===== config.mk =====
export PLATFORM = sky130hd
export DESIGN_NAME = seq_adder
export DESIGN_NICKNAME = d
export VERILOG_FILES = /design/src/rtl/seq_adder.sv
export SDC_FILE = /design/constraint.sdc
export NUM_CORES = 1
export LEC_CHECK = 0
export CORE_MARGIN = 4
export CORE_UTILIZATION = 52
export DETAILED_ROUTE_END_ITERATION = 6
export GPL_TIMING_DRIVEN = 0
export PLACE_DENSITY_LB_ADDON = 0.15
export SLEW_MARGIN = 25
export SYNTH_ARGS = -nofsm -noshare
export SYNTH_HDL_FRONTEND = slang
export SYNTH_SLANG_ARGS = --single-unit

===== constraint.sdc =====
create_clock -name clock -period 2.7 [get_ports clock]
set_clock_uncertainty 0.1 [all_clocks]
set_input_delay 0.405 -clock clock [delete_from_list [all_inputs] [get_ports clock]]
set_output_delay 0.405 -clock clock [all_outputs]
set_load 0.1 [all_outputs]

===== src/rtl/seq_adder.sv =====
// Multi-cycle add/subtract: WIDTH-bit operands processed CHUNK bits per clock,
// LSB chunk first, through a registered carry. Results and flags load on completion.
module seq_adder #(
    parameter int WIDTH = 16,
    parameter int CHUNK = 4
) (
    input  logic             clock,
    input  logic             reset_n,
    input  logic             start,
    input  logic             sub,
    input  logic [WIDTH-1:0] a,
    input  logic [WIDTH-1:0] b,
    output logic             busy,
    output logic             done,
    output logic [WIDTH-1:0] out,
    output logic             carry,
    output logic             overflow,
    output logic             zero,
    output logic             state_dbg
);

    localparam int N     = WIDTH / CHUNK;
    localparam int IDX_W = (N > 1) ? $clog2(N) : 1;

    // Handshake: start is taken on a rising edge only while idle (busy = 0);
    // done pulses for exactly one cycle after the result registers load.
    typedef enum logic {
        IDLE = 1'b0,
        RUN  = 1'b1
    } state_t;

    state_t             state_q, state_d;
    logic [IDX_W-1:0]   idx;
    logic               cy;
    logic [WIDTH-1:0]   op_a;
    logic [WIDTH-1:0]   op_b;
    logic [WIDTH-1:0]   acc;
    logic [WIDTH-1:0]   out_r;
    logic               carry_r;
    logic               overflow_r;
    logic               done_r;

    logic [CHUNK:0]     sum_ext;
    logic               cin_msb;
    logic               last;
    logic [WIDTH-1:0]   acc_next;

    // Operands shift right each cycle so the active chunk is always the low
    // CHUNK bits; the sum enters the accumulator from the top.
    always_comb begin
        sum_ext  = {1'b0, op_a[CHUNK-1:0]} + {1'b0, op_b[CHUNK-1:0]} + (CHUNK+1)'(cy);
        cin_msb  = op_a[CHUNK-1] ^ op_b[CHUNK-1] ^ sum_ext[CHUNK-1];
        acc_next = (acc >> CHUNK) | (WIDTH'(sum_ext[CHUNK-1:0]) << (WIDTH - CHUNK));
        last     = (idx == IDX_W'(N - 1));
    end

    always_ff @(posedge clock or negedge reset_n) begin
        if (!reset_n) begin
            state_q <= IDLE;
        end else begin
            state_q <= state_d;
        end
    end

    always_comb begin
        state_d = state_q;
        case (state_q)
            IDLE:    if (start) state_d = RUN;
            RUN:     if (last)  state_d = IDLE;
            default: state_d = IDLE;
        endcase
    end

    always_ff @(posedge clock or negedge reset_n) begin
        if (!reset_n) begin
            idx        <= '0;
            cy         <= 1'b0;
            op_a       <= '0;
            op_b       <= '0;
            acc        <= '0;
            out_r      <= '0;
            carry_r    <= 1'b0;
            overflow_r <= 1'b0;
            done_r     <= 1'b0;
        end else begin
            done_r <= 1'b0;
            if (state_q == IDLE) begin
                if (start) begin
                    op_a <= a;
                    op_b <= sub ? ~b : b;
                    cy   <= sub;
                    idx  <= '0;
                    acc  <= '0;
                end
            end else begin
                op_a <= op_a >> CHUNK;
                op_b <= op_b >> CHUNK;
                cy   <= sum_ext[CHUNK];
                idx  <= idx + IDX_W'(1);
                acc  <= acc_next;
                if (last) begin
                    out_r      <= acc_next;
                    carry_r    <= sum_ext[CHUNK];
                    overflow_r <= cin_msb ^ sum_ext[CHUNK];
                    done_r     <= 1'b1;
                end
            end
        end
    end

    assign busy      = (state_q == RUN);
    assign done      = done_r;
    assign out       = out_r;
    assign carry     = carry_r;
    assign overflow  = overflow_r;
    assign zero      = (out_r == '0);
    assign state_dbg = state_q;

endmodule


== Word-level counts from Yosys, hierarchy flattened ==
Index checks and enable logic that the tools add are counted.

* RAM bits: 0
* Bits in registers: 71
* Input port bits: 36
* Memories: 0
* Latch bits: 0
* Output and inout bits: 22
* Bits in read-only memories: 0
* Logic and storage cells: 39

* Shifts and indexed selects: 0
* Reduce and logical (&&, ||, !) cells: 3
* $mul: 0
* Bitwise operators: 6
* Equal/unequal tests: 1
* Divide/modulo/power cells: 0
* Multiplexer cells: 16
* Add/subtract/negate cells: 3
* $lt $le $gt $ge: 0

{| class="wikitable"
|+ Operators with widths
! cell !! number
|-
| $mux W16 || 7
|-
| $logic_not A16 Y1 || 1
|-
| $not A16 Y16 || 1
|-
| $or A12 B16 Y16 || 1
|-
| $mux W1 || 6
|-
| $add A4 B4 Y5 || 1
|-
| $add A5 B1 Y5 || 1
|-
| $mux W2 || 2
|-
| $xor A1 B1 Y1 || 3
|-
| $add A2 B1 Y2 const B || 1
|-
| $eq A2 B2 Y1 const B || 1
|-
| $pmux W1 S2 || 1
|-
| $reduce_and A2 Y1 || 1
|-
| $reduce_bool A2 Y1 || 1
|-
| $not A1 Y1 || 1
|}

== Longest topological paths before layout ==
* Depth after elaboration: 4
* Mapped depth: 6
* Gate-level depth less buffers: 6

== Least setup slack after synthesis ==
OpenSTA, ideal clock, no wires.

* Path kind: register -> output
* Start: register out_r[5], in the netlist out[5]
* End: output port zero
* Data required time: 2.195 ns
* Path buffers: 0
* Arrival time: 1.924 ns
* Cell stages (with the launch flop): 3
* Slack: 0.271 ns
* Cells stage by stage: dfrtp_1 > nor4_1 > and4_1

* Cells in the longest elaborated chain, start to end: 1

{| class="wikitable"
|+ Ends and longest elaborated chain
! element !! RTL line !! source
|-
| from (decl) || 38 || <nowiki>logic [WIDTH-1:0] out_r;</nowiki>
|-
| from (signal assigned) || 102 || <nowiki>out_r <= acc_next;</nowiki>
|-
| $logic_not A16 Y1 || 116 || <nowiki>assign zero = (out_r == '0);</nowiki>
|-
| to (decl) || 18 || <nowiki>output logic zero,</nowiki>
|}

No other way between the ends.

== Final worst setup path ==
* Start: register state_q, in the netlist busy
* End: output port state_dbg

{| class="wikitable"
|+ RTL lines
! element !! RTL line !! source
|-
| from (decl) || 32 || <nowiki>state_t state_q, state_d;</nowiki>
|-
| from (signal assigned) || 61 || <nowiki>state_q <= state_d;</nowiki>
|-
| to (decl) || 19 || <nowiki>output logic state_dbg</nowiki>
|}

No word-level cell between the ends.

==> impl_metrics.json <==
{
  "insertedDiodeCount": 0,
  "cts_tree": "built",
  "clk_pin_slew_ns": 0.07,
  "timing.rr.start": "cy$_DFFE_PN0P_",
  "slew-limit-headroom": 0.3507,
  "max_clock_freq_mhz": 406.7,
  "r2r_cells": 6,
  "starting_density_of_the_core": 0.5457,
  "cts_max_path_buffers": 2,
  "reg2reg_slack_ns": 0.59,
  "power_per_cell_area_mw_per_mm2": 1236,
  "nNetsFinal": 390,
  "design.die.area_mm2": 0.007177,
  "io_buffers": 55,
  "gpl_wtd_cong": 0.7883,
  "timing.hold.worst.class": "in2async",
  "place_inst": 408,
  "synth-async-reset-ratio": 1.000,
  "cellLeakagePower_nw": 1.776,
  "grt_overall_usage": 0.1841,
  "status": "finished, final reports clean",
  "first_global_vias": 2247,
  "r2r_end": "overflow$_DFFE_PN0P_",
  "grt_first_pass_wirelength_um": 10430,
  "power_frac_clock": 0.171,
  "grt_overflow": 0,
  "post_route_cells_drive_above_1_share": 0.1445,
  "period_needed_ns": 2.459,
  "die_h_um": 84.72,
  "area_delta_synth_final_pct": 28.74,
  "synth.cell_area_mm2": 0.003060,
  "drc": 0,
  "core_area_mm2": 0.005608,
  "worst_pin_slew_ns": 0.9709,
  "grt_start_max_net_pins": 48,
  "share_comb_of_total_power": 0.489,
  "postCtsSetupBuffers": 0,
  "drt_first_iter_violations": 93,
  "synth.distinct_cells": 30,
  "maxCapViolations": 0,
  "switching_share": 0.4641,
  "data_required_critical_path_ns": 2.19,
  "critical_path_arrival_ns": 1.95,
  "clock_tree.root_cell": "sky130_fd_sc_hd__clkbuf_8",
  "crit_type": "reg2out",
  "finalSetupViolCount": 0,
  "final_hold_viol_count": 0,
  "mappedNetlistNets": 322,
  "non_filler_cells_in_the_finished_layout": 425,
  "tns_ns": 0,
  "synth-seq-area-share": 0.5478,
  "synth.yosys.warnings": 0,
  "vias": 2247,
  "fin_total_pwr_w": 0.004869,
  "grt_antenna_before_repair": 0,
  "drtAntennaViolNets": 0,
  "critical_path.startpoint_type": "flip-flop",
  "maxSlewViolCount": 0,
  "finalCritPeriodShare": 0.9107,
  "placementRows": 27,
  "top_level_ports": 58,
  "numClockSinks": 67,
  "edff_count_synth": 0,
  "internal_power_w": 0.002609,
  "worst_hold_slack_across_all_endpoints_ns": 0.3873,
  "wire_per_inst_um": 14.57,
  "layout.cells.most_common_list": "67 x sky130_fd_sc_hd__dfrtp_1, 53 x sky130_fd_sc_hd__clkdlybuf4s50_1, 41 x sky130_fd_sc_hd__nand2_1, 33 x sky130_fd_sc_hd__o21ai_0, 22 x sky130_fd_sc_hd__nor2_1",
  "post-dp-hpwl_um": 4552,
  "avgViaCountPerCell": 5.287,
  "htree_levels": 3,
  "rsz_0062_raised_after_global_routing": "false",
  "ys_ff_latch": 67,
  "synth_cells": 280,
  "layout.cells.most_common": "sky130_fd_sc_hd__dfrtp_1",
  "finish.utilization": 0.7026,
  "vdd.ir_drop.worst_uv": 826.3,
  "cts_buffers": 9,
  "path_max_fanout": 3,
  "worstSkewPairLatency_ns": 0.33,
  "synth_top_flop_cell": "sky130_fd_sc_hd__dfrtp_1",
  "floorplan.die.width_um": 84.72,
  "seq_power_share": 0.340,
  "worst_setup_path_end_kind": "primary output",
  "total_switching_power_w": 0.002260,
  "drtPass1Iterations": 4,
  "finalWirelength_um": 6191,
  "syn-mean-instance-area_um2": 10.93
}
## cell families after synthesis
group,Yosys count,share of synthesized area
and+or+nand+nor,70,0.09240
DFF,67,0.5478
AOI/OAI and AO/OA,63,0.1222
muxes,32,0.1120
buffers and inverters,23,0.04170
xor gates and xnor gates,19,0.05437
adders and majority gates,6,0.02944
## state kept, by name (all words and copies together) (netlist names), 2 cells and up
signal / flops
acc: 12
idx: 2
op_a: 16
op_b: 16
out: 16
## power groups by stage
stage / Clock [W] / Sequential (W) / Combinational [W]
final: 0.000831 / 0.00166 / 0.00238
after global routing: 0.000888 / 0.00171 / 0.00254
after CTS: 0.000843 / 0.00166 / 0.00240
after detailed placement: 0 / 0.00168 / 0.00239
after global placement: 0 / 0.00166 / 0.00234
after floorplan: 0 / 0.00254 / 0.000902
## stage by stage
stage                     setup WS [ns]  cell area, µm²
after floorplan                  0.2706            3060
after global placement           -1.079            3701
after detailed placement        0.05484            3726
after CTS                        0.2361            3940
after global routing             0.1992            3940
final                            0.2412            3940
## critical path: stages, from the launching register on
cell and delay (ns):
sky130_fd_sc_hd__dfrtp_1 0.39, sky130_fd_sc_hd__buf_4 0.12, sky130_fd_sc_hd__clkdlybuf4s50_1 1.11
## metal layers
| metal | up-vias | routed length (µm) | GRT usage |
|---|---|---|---|
| li1 | 1094 | - | - |
| met3 | 12 | 322 | 0.02944 |
| met2 | 62 | 3009 | 0.3018 |
| met4 | 0 | 168 | 0.09640 |
| met5 | - | 0 | 0 |
| met1 | 1079 | 2689 | 0.2350 |
## cell type report
class | count | area (µm²)
Inverter | 3 | 11.26
Clock buffer | 10 | 137.6
Tap cell | 72 | 90.09
Buffer | 20 | 116.4
Multi-Input combinational cell | 190 | 1256
Timing Repair Buffer | 57 | 586.8
Fill cell | 443 | 1668
Clock inverter | 6 | 65.06
Sequential cell | 67 | 1677
## what timing repair did
action,in CTS,in global routing
hold buffers,1,0
gates resized for setup,3,0
hold endpoints to repair,20,0
setup endpoints to repair,1,0
## how the worst max path moves through the flow
stage	start	endpoint	slack, ns	cells past startpoint
after floorplan	out[5]$_DFFE_PN0P_	zero	0.27	2
after global placement	reset_n	op_a[15]$_DFFE_PN0P_	-1.08	1
after detailed placement	out[1]$_DFFE_PN0P_	zero	0.05	3
after CTS	busy$_DFF_PN0_	state_dbg	0.24	2
after global routing	busy$_DFF_PN0_	state_dbg	0.20	2
final	busy$_DFF_PN0_	state_dbg	0.24	2
## synthesized netlist by cell type (2+ instances only)
cell | count | share of area
sky130_fd_sc_hd__dfrtp_1 | 67 | 0.55
sky130_fd_sc_hd__buf_2 | 6 | 0.0098
sky130_fd_sc_hd__buf_4 | 4 | 0.0098
sky130_fd_sc_hd__ha_1 | 4 | 0.016
sky130_fd_sc_hd__a22o_1 | 5 | 0.014
sky130_fd_sc_hd__xnor2_1 | 19 | 0.054
sky130_fd_sc_hd__inv_1 | 2 | 0.0025
sky130_fd_sc_hd__mux2_2 | 14 | 0.052
sky130_fd_sc_hd__a211oi_1 | 5 | 0.012
sky130_fd_sc_hd__a21oi_1 | 13 | 0.021
sky130_fd_sc_hd__nand2_1 | 41 | 0.050
sky130_fd_sc_hd__fa_1 | 2 | 0.013
sky130_fd_sc_hd__nor4_1 | 4 | 0.0082
sky130_fd_sc_hd__a21o_1 | 2 | 0.0049
sky130_fd_sc_hd__clkbuf_1 | 8 | 0.0098
sky130_fd_sc_hd__o21ai_0 | 33 | 0.054
sky130_fd_sc_hd__nor2_1 | 22 | 0.027
sky130_fd_sc_hd__mux2i_1 | 17 | 0.056
Note: power is estimated with default switching activity, not from simulation.
